<file path="config.mk">
export PLATFORM = sky130hd
export DESIGN_NAME = game_round_ctrl
export DESIGN_NICKNAME = d
export VERILOG_FILES = /design/src/rtl/game_pkg.sv /design/src/rtl/btn_edge_sync.sv /design/src/rtl/game_round_ctrl.sv
export SDC_FILE = /design/constraint.sdc
export NUM_CORES = 1
export LEC_CHECK = 0
export CELL_PAD_IN_SITES_DETAIL_PLACEMENT = 0
export CELL_PAD_IN_SITES_GLOBAL_PLACEMENT = 2
export CORE_ASPECT_RATIO = 1.1
export CORE_MARGIN = 2
export CORE_UTILIZATION = 36
export CTS_BUF_LIST = sky130_fd_sc_hd__clkbuf_8 sky130_fd_sc_hd__clkbuf_16
export CTS_CLUSTER_DIAMETER = 50
export DETAILED_ROUTE_END_ITERATION = 7
export GPL_TIMING_DRIVEN = 0
export PLACE_DENSITY = 0.77
export SLEW_MARGIN = 20
export SYNTH_ARGS = -nofsm -noshare
export SYNTH_HDL_FRONTEND = slang
export SYNTH_SLANG_ARGS = --single-unit
</file>
<file path="constraint.sdc">
create_clock -name clock -period 2.95 [get_ports clock]
set_clock_uncertainty 0.05 [all_clocks]
set_input_delay 0.59 -clock clock [delete_from_list [all_inputs] [get_ports clock]]
set_output_delay 0.59 -clock clock [all_outputs]
set_load 0.005 [all_outputs]
</file>
<file path="src/rtl/game_pkg.sv">
// Shared constants for the countdown-timer game round sequencer: state encoding,
// count width and default 50 MHz tick counts.
package game_pkg;
  localparam int CNT_W = 8;

  localparam int unsigned DEF_READY_TICKS   = 150_000_000;
  localparam int unsigned DEF_HIT_TARGET    = 20;
  localparam int unsigned DEF_HOLDOFF_TICKS = 25_000_000;

  typedef enum logic [2:0] {
    ST_IDLE  = 3'd0,
    ST_READY = 3'd1,
    ST_PLAY  = 3'd2,
    ST_WIN   = 3'd3,
    ST_LOSE  = 3'd4
  } state_e;
endpackage

</file>
<file path="src/rtl/btn_edge_sync.sv">
// Two-flop synchroniser for the raw start button plus a registered rising-edge pulse.
// The pulse is high 3 cycles after the button input rises.
module btn_edge_sync (
  input  logic clock,
  input  logic reset,
  input  logic btn_in,
  output logic rise
);
  // [0],[1] synchroniser stages, [2] previous synchronised level
  logic [2:0] sync_q, sync_d;
  logic       rise_q, rise_d;

  always_comb begin
    sync_d = {sync_q[1:0], btn_in};
    rise_d = sync_q[1] & ~sync_q[2];
  end

  always_ff @(posedge clock or posedge reset) begin
    if (reset) begin
      sync_q <= '0;
      rise_q <= 1'b0;
    end else begin
      sync_q <= sync_d;
      rise_q <= rise_d;
    end
  end

  assign rise = rise_q;
endmodule

</file>
<file path="src/rtl/game_round_ctrl.sv">
// Round sequencer: IDLE -> READY countdown -> PLAY -> WIN/LOSE, driving the timer block.
// Define MISS_HOLDOFF_EN to suppress repeated misses for HOLDOFF_TICKS cycles.
module game_round_ctrl
  import game_pkg::*;
#(
  parameter int unsigned READY_TICKS   = DEF_READY_TICKS,
  parameter int unsigned HIT_TARGET    = DEF_HIT_TARGET,
  parameter int unsigned HOLDOFF_TICKS = DEF_HOLDOFF_TICKS
) (
  input  logic             clock,
  input  logic             reset,
  input  logic             btn_start,
  input  logic             hit,
  input  logic             miss_in,
  input  logic             game_over,
  output logic             timer_start,
  output logic             timer_miss,
  output logic             timer_game_end,
  output logic [2:0]       state,
  output logic [CNT_W-1:0] hit_count,
  output logic [CNT_W-1:0] miss_count,
  output logic             led_win,
  output logic             led_lose
);
  localparam logic [31:0]      READY_LOAD = 32'(READY_TICKS - 1);
  localparam logic [CNT_W-1:0] HIT_TGT    = CNT_W'(HIT_TARGET);

  state_e           state_q, state_d;
  logic [31:0]      ready_cnt_q, ready_cnt_d;
  logic [CNT_W-1:0] hit_q, hit_d, miss_q, miss_d, hit_inc;
  logic             tstart_q, tstart_d, tmiss_q, tmiss_d, tend_q, tend_d;
  logic             lwin_q, lwin_d, llose_q, llose_d;
  logic             start_edge, miss_ok;

  btn_edge_sync u_btn_sync (
    .clock  (clock),
    .reset  (reset),
    .btn_in (btn_start),
    .rise   (start_edge)
  );

`ifdef MISS_HOLDOFF_EN
  localparam logic [31:0] HOLD_LOAD = 32'(HOLDOFF_TICKS - 1);
  logic [31:0] hold_q, hold_d;

  // Window clears while counting down in READY, so PLAY always starts open.
  always_comb begin
    hold_d = hold_q;
    if (state_q == ST_READY) hold_d = '0;
    else if (state_q == ST_PLAY) begin
      if (miss_in && hold_q == '0) hold_d = HOLD_LOAD;
      else if (hold_q != '0)       hold_d = hold_q - 32'd1;
    end
  end

  always_ff @(posedge clock or posedge reset) begin
    if (reset) hold_q <= '0;
    else       hold_q <= hold_d;
  end

  assign miss_ok = (hold_q == '0);
`else
  logic unused_holdoff;
  assign unused_holdoff = |HOLDOFF_TICKS;
  assign miss_ok        = 1'b1;
`endif

  always_comb begin
    state_d     = state_q;
    ready_cnt_d = ready_cnt_q;
    hit_d       = hit_q;
    miss_d      = miss_q;
    tstart_d    = 1'b0;
    tmiss_d     = 1'b0;
    tend_d      = tend_q;
    hit_inc     = hit_q + 8'd1;
    case (state_q)
      ST_IDLE: begin
        if (start_edge) begin
          state_d     = ST_READY;
          ready_cnt_d = READY_LOAD;
        end
      end
      ST_READY: begin
        if (ready_cnt_q == '0) begin
          state_d  = ST_PLAY;
          tstart_d = 1'b1;
        end else begin
          ready_cnt_d = ready_cnt_q - 32'd1;
        end
      end
      ST_PLAY: begin
        if (hit) begin
          hit_d = hit_inc;
          if (hit_inc == HIT_TGT) begin
            state_d = ST_WIN;
            tend_d  = 1'b1;
          end
        end
        // Time-out beats a same-cycle winning hit; the timer is not frozen.
        if (game_over) begin
          state_d = ST_LOSE;
          tend_d  = 1'b0;
        end
        if (miss_in && miss_ok) begin
          tmiss_d = 1'b1;
          if (miss_q != 8'hFF) miss_d = miss_q + 8'd1;
        end
      end
      default: ;
    endcase
    lwin_d  = (state_d == ST_WIN);
    llose_d = (state_d == ST_LOSE);
  end

  always_ff @(posedge clock or posedge reset) begin
    if (reset) begin
      state_q     <= ST_IDLE;
      ready_cnt_q <= '0;
      hit_q       <= '0;
      miss_q      <= '0;
      tstart_q    <= 1'b0;
      tmiss_q     <= 1'b0;
      tend_q      <= 1'b0;
      lwin_q      <= 1'b0;
      llose_q     <= 1'b0;
    end else begin
      state_q     <= state_d;
      ready_cnt_q <= ready_cnt_d;
      hit_q       <= hit_d;
      miss_q      <= miss_d;
      tstart_q    <= tstart_d;
      tmiss_q     <= tmiss_d;
      tend_q      <= tend_d;
      lwin_q      <= lwin_d;
      llose_q     <= llose_d;
    end
  end

  assign state          = state_q;
  assign hit_count      = hit_q;
  assign miss_count     = miss_q;
  assign timer_start    = tstart_q;
  assign timer_miss     = tmiss_q;
  assign timer_game_end = tend_q;
  assign led_win        = lwin_q;
  assign led_lose       = llose_q;
endmodule
</file>
---- Word level (Yosys, flattened, before mapping) ----
Index checks and enable logic that the tools add are counted.
word-level totals
  output and inout bits ................... 24
  register bits after elaboration ......... 60
  word-level logic and storage cells ...... 49
operators by class
  add/subtract/negate cells ............... 3
  eq/ne operators ......................... 8
  bitwise logic cells ..................... 2
  reductions and logical operators ........ 9
  multiplexer cells ....................... 16
operators by type and width
  cell                                                                   count
  32-bit 2-to-1 mux                                                      2
  32-bit one-hot mux with 2 select lines                                 1
  32-bit zero test                                                       1
  32-bit by 1-bit subtractor with 32-bit output (second input constant)  1
  8-bit by 1-bit adder with 8-bit output (second input constant)         2
  3-bit 2-to-1 mux                                                       5
  3-bit one-hot mux with 3 select lines                                  1
  3-bit AND reduction                                                    3
  8-bit by 5-bit == test with 1-bit output (second input constant)       1
  8-bit != test (second input constant)                                  1
  1-bit 2-to-1 mux                                                       7
  3-bit by 2-bit == test with 1-bit output (second input constant)       2
  2-bit nonzero test                                                     3
  3-bit by 1-bit == test with 1-bit output (second input constant)       1
  3-bit == test (second input constant)                                  1
  3-bit zero test                                                        1
  2-bit by 1-bit != test with 1-bit output (second input constant)       1
  2-bit != test (second input constant)                                  1
  2-bit AND reduction                                                    1
  1-bit bitwise AND                                                      1
  1-bit inverter                                                         1

---- Logic depth before layout (Yosys ltp) ----
Gate-level depths: netlist (run 1).
  word-level depth ........................ 7
  depth in mapped cells ................... 8
  gate-level depth less buffers ........... 6

---- Cells and area by module ----
Synthesis (run 1) repeated with hierarchy kept, for this count alone.
unflattened totals
  cells, all modules ...................... 281
  area, all modules ....................... 2962.8 um2
modules (own cells, without submodules)
  module           area each (um2)  instances  cells an instance
  game_round_ctrl  2845.2           1          275
  btn_edge_sync    117.6            1          6

---- Worst setup path before layout (run 1) ----
No wires, ideal clock.
  kind .................................... register -> register
  from .................................... register ready_cnt_q[20]
  to ...................................... register ready_cnt_q[4]
  slack ................................... 0.526 ns
  arrival ................................. 2.256 ns
  cell stages (with the launch flop) ...... 7
  setup time .............................. 0.118 ns
  cells stage by stage .................... dfrtp_1 -> or4_1 -> clkbuf_2 -> nor4b_2 -> a31oi_2 -> a31o_2 -> a21o_1
on the way
  word-level cells in the longest chain between the ends .. 3
RTL lines
  element                               RTL line                source
  start, declared                       game_round_ctrl.sv:29   logic [31:0] ready_cnt_q, ready_cnt_d;
  start signal, assigned                game_round_ctrl.sv:129  ready_cnt_q <= ready_cnt_d;
  32-bit zero test                      game_round_ctrl.sv:85   if (ready_cnt_q == '0) begin
  2-bit != test (no source line)        --
  3-bit AND reduction (no source line)  --
No other way between the ends.
A chain may end at the register's enable or synchronous reset.

---- Worst setup path after layout (run 1) ----
  from .................................... register ready_cnt_q[12]
  to ...................................... register ready_cnt_q[23]
on the way
  word-level cells in the longest chain between the ends .. 3
  elaborated cells on any way between the ends .. 6
RTL lines
  element                                                                            RTL line
  32-bit by 1-bit subtractor with 32-bit output or 32-bit zero test (tied branches)  game_round_ctrl.sv:89, game_round_ctrl.sv:85
  32-bit 2-to-1 mux or 2-bit != test (tied branches)                                 --
  32-bit one-hot mux with 2 select lines or 3-bit AND reduction (tied branches)      --
Several ways; a longest one is shown, not always the timed one. The select of a mux whose other input is x is not followed.

==> results.tsv, run 1 <==
stage	metric	value	unit
hold_path	min_path_type	register to register	
die	die_w	90.5	µm
drt	first_iter_violations	114	
die	die-area	8970	µm²
pwr	p_clk_share	46.6	%
placement	place_area	3410	µm²
cells_and_area	final_cell_mix	dfrtp_1 (60), clkdlybuf4s50_1 (29), nand2_1 (23)	
logic_synthesis	synth_async_sr_flop_share	100	%
cts	cts_hold_buf	0	
cells_and_area	final_net_count	340	
cts	tritoncts	done	
timing	max_freq	350	MHz
placement	place.gp.congestion	0.763	
pwr	pwr-share-seq	51.7	%
pwr	p_leak	1.69	nW
worst_setup_path	worstSetupPathType	register to register	
timing	worst_slew_pin_slew	0.729	ns
cts	htree_levels	3	
pwr	ir_drop	0.000189	V
worst_setup_path	worstPathMaxFanout	10	
cts	cts_buffers	9	
cts	clock-sinks	60	
cts	clkTransAtPathRegs	0.08	ns
die	core	7960	µm²
drt	viasPerCell	5.35	
placement	port_buffers	29	
cells_and_area	n_antenna_cell	0	
job	cap_violations	0	
worst_setup_path	arrival	3.00	ns
cts	root_buffer	clkbuf_8	
worst_setup_path	critPathRequiredTime	3.09	ns
logic_synthesis	synthMuxAreaShare	2.15	%
global_route	antenna_found_initial	0	
timing	period_share	96.9	%
worst_setup_path	cp-start-kind	register	
pwr	power_switching	0.370	mW
logic_synthesis	yosys.area_share.simple	25.9	%
logic_synthesis	yosys_warnings	0	
cts	clk_latency	0.34	ns
logic_synthesis	synth_area_per_cell	10.2	µm²
drt	routedWlPerCell	15.4	µm
global_route	grt_pass1_wl	12000	µm
timing	hold_viol	0	
cts	cts.path.max_buffers	2	
timing	fin_crit	2.86	ns
pwr	p_comb_share	1.7	%
logic_synthesis	syn_area	2960	µm²
logic_synthesis	ys_types	55	
cells_and_area	fillers	787	
die	placementRows	34	
drt	routed-via-count	2377	
pwr	p_int	1.23	mW
drt	first_pass_iters	4	
pwr	switching_share	23.2	%
outcome	status	finished clean	
logic_synthesis	yosysSeqAreaShare	50.7	%
logic_synthesis	synth_top_family_by_area	simple AND/OR/NAND/NOR gates	
global_route	grt_max_degree	33	
cells_and_area	final_common_cell	dfrtp_1	
global_route	grt_pass1_vias	2388	
timing	drv_slew	0	
hold_path	min_path_cells	0	
die	die_h	99.2	µm
drt	wirelength	6850	µm
logic_synthesis	synthFlopType	dfrtp_1	
logic_synthesis	synthCells	290	
drt	drc	0	
logic_synthesis	synth_fa_ha_area_share	1.27	%
logic_synthesis	synth-seq-cells	60	
timing	setup_violations	0	
timing	slew-limit-headroom	51.0	%
pwr	power_density	440	nW/µm²
cells_and_area	area_delta_synth_final	22.5	%
logic_synthesis	synth_xor_area_share	5.32	%
worst_setup_path	endpoint_kind	register	
cells_and_area	drive_gt1_share	13.1	%
global_route	grtUsageTotal	16.8	%
timing	rsz0062_at_grt	false	
placement	dpl.hpwl	4710	µm
worst_setup_path	reg2reg_depth	6	
logic_synthesis	syn_nets	299	
die	pin_count	30	
die	start_util	37.2	%
logic_synthesis	synth_compound_area_share	11.7	%
timing	setup_tns	0	ns
logic_synthesis	synth-edff-count	0	
cells_and_area	final_area	3630	µm²
global_route	overflow	0	
drt	ant_nets	0	
[worst paths after layout]
| kind | from | to | slack [ns] |
|---|---|---|---|
| max in group asynchronous | reset | ready_cnt_q[18] | 1.81 |
| worst max register to register | ready_cnt_q[12] | ready_cnt_q[23] | 0.09 |
| worst min register to register | u_btn_sync.sync_q[0] | u_btn_sync.sync_q[1] | 0.30 |
| worst min-delay path | u_btn_sync.sync_q[0] | u_btn_sync.sync_q[1] | 0.30 |
| worst max-delay path | ready_cnt_q[12] | ready_cnt_q[23] | 0.09 |
| min in group asynchronous | reset | miss_count[5] | 0.54 |
[through the flow]
step                utilization, %  total power [mW]  hold slack (ns)  setup WS (ns)  instances
global placement              42.6             0.868            0.285         -0.411        427
global route                  45.6              1.68            0.314        0.00284        444
CTS                           45.5              1.63            0.305         0.0706        444
finish                        45.6              1.60            0.301         0.0929        444
detailed placement            42.9             0.871            0.286         0.0222        428
floorplan                        -             0.854            0.281          0.526        290
[power groups by stage]
stage	Sequential (mW)	Clock, mW	Combinational [mW]
floorplan	0.842	0	0.0125
global placement	0.842	0	0.0257
detailed placement	0.842	0	0.0296
CTS	0.826	0.773	0.0295
global route	0.826	0.818	0.0323
finish	0.826	0.745	0.0274
[sequential cells by signal (all words and copies together), names as in the netlist]
signal             count
state                  3
timer_start            1
miss_count             8
timer_miss             1
u_btn_sync.sync_q      3
led_lose               1
ready_cnt_q           32
led_win                1
hit_count              8
u_btn_sync.rise        1
timer_game_end         1
[critical path, cell delays in order, from the launching register on]
cell	delay, ns
dfrtp_1	0.44
or4_1	0.63
nor3_1	0.64
nand3_1	0.36
buf_2	0.32
a31oi_1	0.19
o21ai_1	0.08
[cell families after synthesis]
| logic type | after synthesis |
|---|---|
| and+or+nand+nor | 134 |
| DFF | 60 |
| adders and majority gates | 3 |
| AOI/OAI and AO/OA | 54 |
| xor gates and xnor gates | 18 |
| muxes | 6 |
| buffers and inverters | 15 |
[routing by layer]
layer / track usage [%] / part of all wire, % / wire length, µm / vias up
met5: 0 / 0 / 0 / -
li1: - / - / - / 1166
met4: 3.55 / 0.95 / 65 / 0
met2: 27.9 / 48 / 3260 / 48
met1: 21.9 / 47 / 3240 / 1154
met3: 4.92 / 4.1 / 281 / 9
[area by class of cell]
type	count	area, µm²	share of cell area, %
clock inverters	7	75.1	2.07
inverters	5	21.3	0.586
flip-flops and latches	60	1500	41.4
clock buffers	9	124	3.41
well taps	108	135	3.72
multi-input cells	215	1390	38.3
repair buffers	30	310	8.55
plain buffers	10	70.1	1.93
[Yosys cell counts, types with 3 or more instances]
cell type | number | share of area [%]
dfrtp_1 | 60 | 51
nand2_1 | 23 | 2.9
nor2_1 | 21 | 2.7
nand3_1 | 18 | 3.0
a21oi_1 | 17 | 2.9
xnor2_1 | 13 | 3.8
o21ai_0 | 12 | 2.0
or3_1 | 11 | 2.3
nor3_1 | 7 | 1.2
nand4_1 | 6 | 1.3
nand4b_1 | 6 | 1.8
or4_1 | 6 | 1.5
and3_1 | 5 | 1.1
inv_1 | 5 | 0.63
nor4_1 | 5 | 1.1
o31ai_1 | 5 | 1.3
or2_2 | 5 | 1.1
xor2_1 | 5 | 1.5
and4_1 | 4 | 1.2
clkbuf_1 | 3 | 0.38
ha_1 | 3 | 1.3
mux2_2 | 3 | 1.1
mux2i_1 | 3 | 1.0
o41ai_1 | 3 | 0.89
[repair_timing]
action                     4_1_cts  5_1_grt
gates resized for setup          1        2
buffers inserted                 0        0
setup endpoints to repair        1        4
(Power assumes the default switching activity.)
==> run 2: changes to the inputs <==
--- a/config.mk
+++ b/config.mk
@@ -9,12 +9,11 @@
 export CELL_PAD_IN_SITES_GLOBAL_PLACEMENT = 2
 export CORE_ASPECT_RATIO = 1.1
 export CORE_MARGIN = 2
-export CORE_UTILIZATION = 36
+export CORE_UTILIZATION = 39
 export CTS_BUF_LIST = sky130_fd_sc_hd__clkbuf_8 sky130_fd_sc_hd__clkbuf_16
 export CTS_CLUSTER_DIAMETER = 50
 export DETAILED_ROUTE_END_ITERATION = 7
-export GPL_TIMING_DRIVEN = 0
-export PLACE_DENSITY = 0.77
+export PLACE_DENSITY = 0.83
 export SLEW_MARGIN = 20
 export SYNTH_ARGS = -nofsm -noshare
 export SYNTH_HDL_FRONTEND = slang
==> constraint.sdc (replaced) <==
create_clock -name clock -period 3.3 [get_ports clock]
set_clock_uncertainty 0.05 [all_clocks]
set_input_delay 0.66 -clock clock [delete_from_list [all_inputs] [get_ports clock]]
set_output_delay 0.66 -clock clock [all_outputs]
set_load 0.005 [all_outputs]
==> results.tsv, run 2 (synthesized netlist as in run 1, its figures left out) <==
stage	metric	value	unit
global_route	grt_max_degree	61	
drt	drc	0	
drt	wirelength	6290	µm
timing	hold_viol	0	
die	start_util	39.9	%
cells_and_area	drive_gt1_share	12.4	%
timing	worst_slew_pin_slew	0.765	ns
worst_setup_path	slowest_delay	0.61	ns
die	die_h	95.4	µm
job	cap_violations	0	
die	placementRows	33	
timing	drv_slew	0	
drt	first_iter_violations	154	
cts	cts.path.max_buffers	2	
worst_setup_path	cp-start-kind	register	
cts	clkTransAtPathRegs	0.07	ns
global_route	grt_pass1_wl	11100	µm
timing	setup_violations	0	
cts	cts_resized	0	
cells_and_area	max_flop_register	ready_cnt_q	
worst_setup_path	worstSetupPathType	register to register	
cts	cts_buffers	9	
cts	htree_levels	3	
placement	dpl.hpwl	4240	µm
timing	max_freq	391	MHz
worst_setup_path	worstPathMaxFanout	11	
hold_path	min_path_type	register to register	
drt	ant_nets	0	
global_route	grtUsageTotal	17.2	%
drt	viasPerCell	5.50	
global_route	overflow	0	
drt	routed-via-count	2301	
cells_and_area	final_common_cell	dfrtp_1	
cells_and_area	final_net_count	335	
global_route	antenna_found_initial	0	
cts	root_buffer	clkbuf_8	
cells_and_area	area_delta_synth_final	19.8	%
timing	setup_tns	0	ns
die	pin_count	30	
outcome	status	finished clean	
pwr	p_leak	1.66	nW
cells_and_area	largest_register_ffs	32	
drt	routedWlPerCell	15.1	µm
cts	postCtsSetupRepairBufs	0	
worst_setup_path	crit_slowest_cell	a2111o_1	
worst_setup_path	critPathRequiredTime	3.51	ns
timing	slew-limit-headroom	49.0	%
worst_setup_path	arrival	2.76	ns
cells_and_area	n_antenna_cell	0	
pwr	ir_drop	0.000203	V
placement	port_buffers	29	
pwr	total_power	1.46	mW
cells_and_area	final_cell_mix	dfrtp_1 (60), clkdlybuf4s50_1 (29), nand2_1 (23)	
cts	clk_latency	0.34	ns
worst_setup_path	path_cells	nor4_1 > nand4_1 > a2111o_1 > or3_1 > a21oi_1	
worst_setup_path	endpoint_kind	register	
pwr	power_density	411	nW/µm²
die	core	7430	µm²
timing	period_share	77.5	%
placement	place.gp.congestion	0.778	
timing	fin_crit	2.56	ns
die	die-area	8310	µm²
cts	clock-sinks	60	
cts	cts_hold_buf	0	
cts	tritoncts	done	
timing	rsz0062_at_grt	false	
global_route	grt_pass1_vias	2261	
die	die_w	87.1	µm
drt	first_pass_iters	4	
run 2: worst max-delay path, delay by kind of cell, from the launching register on:
family          cells  cell delay [ns]
flops               1             0.43
compound gates      2             0.75
simple gates        3             1.24
run 2: path summary, 6_finish.rpt:
check	from	end	slack, ns	depth (start not counted)
max	ready_cnt_q[6]	ready_cnt_q[28]	0.74	5
min	u_btn_sync.sync_q[0]	u_btn_sync.sync_q[1]	0.30	0
max reg2reg	ready_cnt_q[6]	ready_cnt_q[28]	0.74	5
min reg2reg	u_btn_sync.sync_q[0]	u_btn_sync.sync_q[1]	0.30	0
max in group asynchronous	reset	ready_cnt_q[14]	1.89	3
min in group asynchronous	reset	miss_count[4]	0.81	3
run 2: metrics by stage:
| step | utilization [%] | setup slack [ns] | hold slack [ns] | std cells | instance area, µm² |
|---|---|---|---|---|---|
| after floorplan | - | 0.876 | 0.281 | 290 | 2960 |
| after global placement | 44.9 | 0.833 | 0.285 | 402 | 3340 |
| after detailed placement | 44.9 | 0.781 | 0.286 | 402 | 3340 |
| after CTS | 47.7 | 0.749 | 0.302 | 418 | 3550 |
| after global routing | 47.7 | 0.529 | 0.323 | 418 | 3550 |
| final | 47.7 | 0.743 | 0.303 | 418 | 3550 |
run 2: final cells by class:
type	instances	area, µm²
multi-input combinational	215	1370
timing repair buffer	35	335
sequential	60	1500
inverter	5	18.8
clock buffer	11	151
tap	87	109
clock inverter	5	60.1
fill	740	3880
run 2: power by group:
part           internal, mW  switching [mW]  total (mW)
Sequential            0.737        0.000903       0.738
Clock                 0.391           0.305       0.696
Combinational       0.00642          0.0156      0.0220
Total                  1.13           0.322        1.46
run 2: metal layers:
| layer | track usage, % | up-vias | wire length, µm |
|---|---|---|---|
| met4 | 8.08 | 0 | 81 |
| met3 | 2.94 | 6 | 108 |
| met5 | 0 | - | 0 |
| li1 | - | 1148 | - |
| met1 | 25.1 | 1118 | 3330 |
| met2 | 24.7 | 29 | 2770 |
==> run 3: changes to the inputs <==
--- a/config.mk
+++ b/config.mk
@@ -9,11 +9,11 @@
 export CELL_PAD_IN_SITES_GLOBAL_PLACEMENT = 2
 export CORE_ASPECT_RATIO = 1.1
 export CORE_MARGIN = 2
-export CORE_UTILIZATION = 39
+export CORE_UTILIZATION = 33
 export CTS_BUF_LIST = sky130_fd_sc_hd__clkbuf_8 sky130_fd_sc_hd__clkbuf_16
 export CTS_CLUSTER_DIAMETER = 50
 export DETAILED_ROUTE_END_ITERATION = 7
-export PLACE_DENSITY = 0.83
+export PLACE_DENSITY = 0.74
 export SLEW_MARGIN = 20
 export SYNTH_ARGS = -nofsm -noshare
 export SYNTH_HDL_FRONTEND = slang
==> constraint.sdc (replaced) <==
create_clock -name clock -period 2.25 [get_ports clock]
set_clock_uncertainty 0.05 [all_clocks]
set_input_delay 0.45 -clock clock [delete_from_list [all_inputs] [get_ports clock]]
set_output_delay 0.45 -clock clock [all_outputs]
set_load 0.005 [all_outputs]
==> results.tsv, run 3 (synthesized netlist as in run 1, its figures left out) <==
stage	metric	value	unit
cells_and_area	n_antenna_cell	0	
drt	first_pass_iters	4	
global_route	overflow	0	
cells_and_area	final_cell_mix	dfrtp_1 (60), buf_4 (54), clkdlybuf4s50_1 (29)	
die	core	8780	µm²
timing	fin_crit	2.34	ns
die	placementRows	36	
cells_and_area	fillers	840	
worst_setup_path	path_cells	or4_4 > or4_4 > or2_4 > or4b_1 > a21oi_1	
timing	rsz0062_at_grt	true	
worst_setup_path	arrival	2.55	ns
die	start_util	33.7	%
global_route	antenna_found_initial	0	
worst_setup_path	slowest_delay	0.54	ns
hold_path	min_path_cells	0	
worst_setup_path	reg2reg_from	ready_cnt_q[9]	
hold_path	min_path_type	register to register	
pwr	ir_drop	0.000299	V
global_route	grt_pass1_wl	12600	µm
worst_setup_path	critPathRequiredTime	2.46	ns
timing	setup_violations	5	
worst_setup_path	worstPathMaxFanout	3	
die	die-area	9750	µm²
pwr	p_leak	1.96	nW
worst_setup_path	reg2reg_slack	-0.09	ns
cts	cts_hold_buf	0	
drt	wirelength	7410	µm
drt	viasPerCell	5.09	
die	die_h	103	µm
job	cap_violations	0	
placement	dpl.hpwl	5220	µm
drt	first_iter_violations	128	
timing	worst_slew_pin_slew	0.492	ns
timing	max_freq	428	MHz
worst_setup_path	crit_path_frequent_cell	or4_4	
cts	htree_levels	3	
worst_setup_path	reg2reg_depth	5	
worst_setup_path	worstSetupPathType	register to register	
timing	period_share	104	%
die	pin_count	30	
timing	setup_tns	-0.208	ns
outcome	violations	negative setup slack	
timing	drv_slew	0	
global_route	grtUsageTotal	16.7	%
placement	port_buffers	29	
drt	ant_nets	0	
timing	slew-limit-headroom	66.3	%
timing	fin_ws	-0.0854	ns
pwr	total_power	2.22	mW
timing	hold_viol	0	
cells_and_area	drive_gt1_share	28.5	%
cells_and_area	max_flop_register	ready_cnt_q	
cells_and_area	largest_register_ffs	32	
cts	tritoncts	done	
global_route	grt_max_degree	27	
worst_setup_path	crit_slowest_cell	or4_4	
cells_and_area	final_net_count	387	
worst_setup_path	endpoint_kind	register	
die	die_w	94.3	µm
global_route	grt_pass1_vias	2649	
cells_and_area	area_delta_synth_final	39.7	%
cts	clk_latency	0.34	ns
pwr	power_density	536	nW/µm²
cts	clock-sinks	60	
cts	clkTransAtPathRegs	0.07	ns
worst_setup_path	cp-start-kind	register	
hold_path	hold-path-endpoint	u_btn_sync.sync_q[1]	
hold_path	min-delay-start	u_btn_sync.sync_q[0]	
cts	root_buffer	clkbuf_8	
cts	cts.path.max_buffers	2	
drt	routed-via-count	2531	
placement	place.gp.congestion	0.816	
drt	drc	0	
drt	routedWlPerCell	14.9	µm
cells_and_area	final_common_cell	dfrtp_1	
outcome	status	finished, violations left	
worst_setup_path	worstReg2RegEnd	ready_cnt_q[17]	
cts	cts_buffers	9	
run 3: critical path: cells and delay by family, from the launching register on:
kind | cells | cell delay, ns
AND/OR/NAND/NOR | 4 | 1.68
flip-flops | 1 | 0.39
AO/OA/AOI/OAI | 1 | 0.14
run 3: routing by layer:
layer | wire (µm) | global-route usage [%] | vias to the layer above
met4 | 132 | 6.80 | 0
met3 | 257 | 3.04 | 12
li1 | - | - | 1250
met5 | 0 | 0 | -
met2 | 3660 | 28.5 | 54
met1 | 3360 | 21.0 | 1215
run 3: what timing repair did:
action	CTS	global route
pin swaps	5	10
endpoints found under the setup margin	15	30
resized for setup	5	18
buffers inserted	4	5
run 3: where the power goes:
group | leakage, nW | switching (mW) | internal [mW] | total [mW]
Clock | 0.110 | 0.467 | 0.628 | 1.10
Sequential | 0.820 | 0.00113 | 1.08 | 1.08
Combinational | 1.03 | 0.0246 | 0.0152 | 0.0398
Total | 1.96 | 0.492 | 1.73 | 2.22
run 3: worst max path at each step:
stage,from,to,slack (ns),cells after the start
CTS,ready_cnt_q[9],ready_cnt_q[17],-0.08,5
finish,ready_cnt_q[9],ready_cnt_q[17],-0.09,5
floorplan,ready_cnt_q[9],ready_cnt_q[19],-0.05,5
global placement,ready_cnt_q[9],ready_cnt_q[19],-0.04,5
detailed placement,ready_cnt_q[9],ready_cnt_q[17],-0.07,5
global route,ready_cnt_q[7],ready_cnt_q[19],-0.15,5
run 3: final cells by class:
class	instances	area, µm²	share of cell area [%]
Clock inverter	7	98.8	2.39
Timing Repair Buffer	87	758	18.3
Inverter	5	18.8	0.454
Multi-Input combinational cell	215	1490	36.1
Tap cell	114	143	3.45
Clock buffer	9	124	2.99
Sequential cell	60	1500	36.3
run 3: through the flow:
step	util [%]	worst slack (ns)	area (µm²)	instances	hold WS, ns
floorplan	-	-0.0472	2990	290	0.281
global placement	42.6	-0.0359	3740	472	0.285
detailed placement	42.6	-0.0680	3740	472	0.285
CTS	45.7	-0.0814	4010	492	0.301
global route	47.1	-0.146	4140	497	0.337
finish	47.1	-0.0854	4140	497	0.300
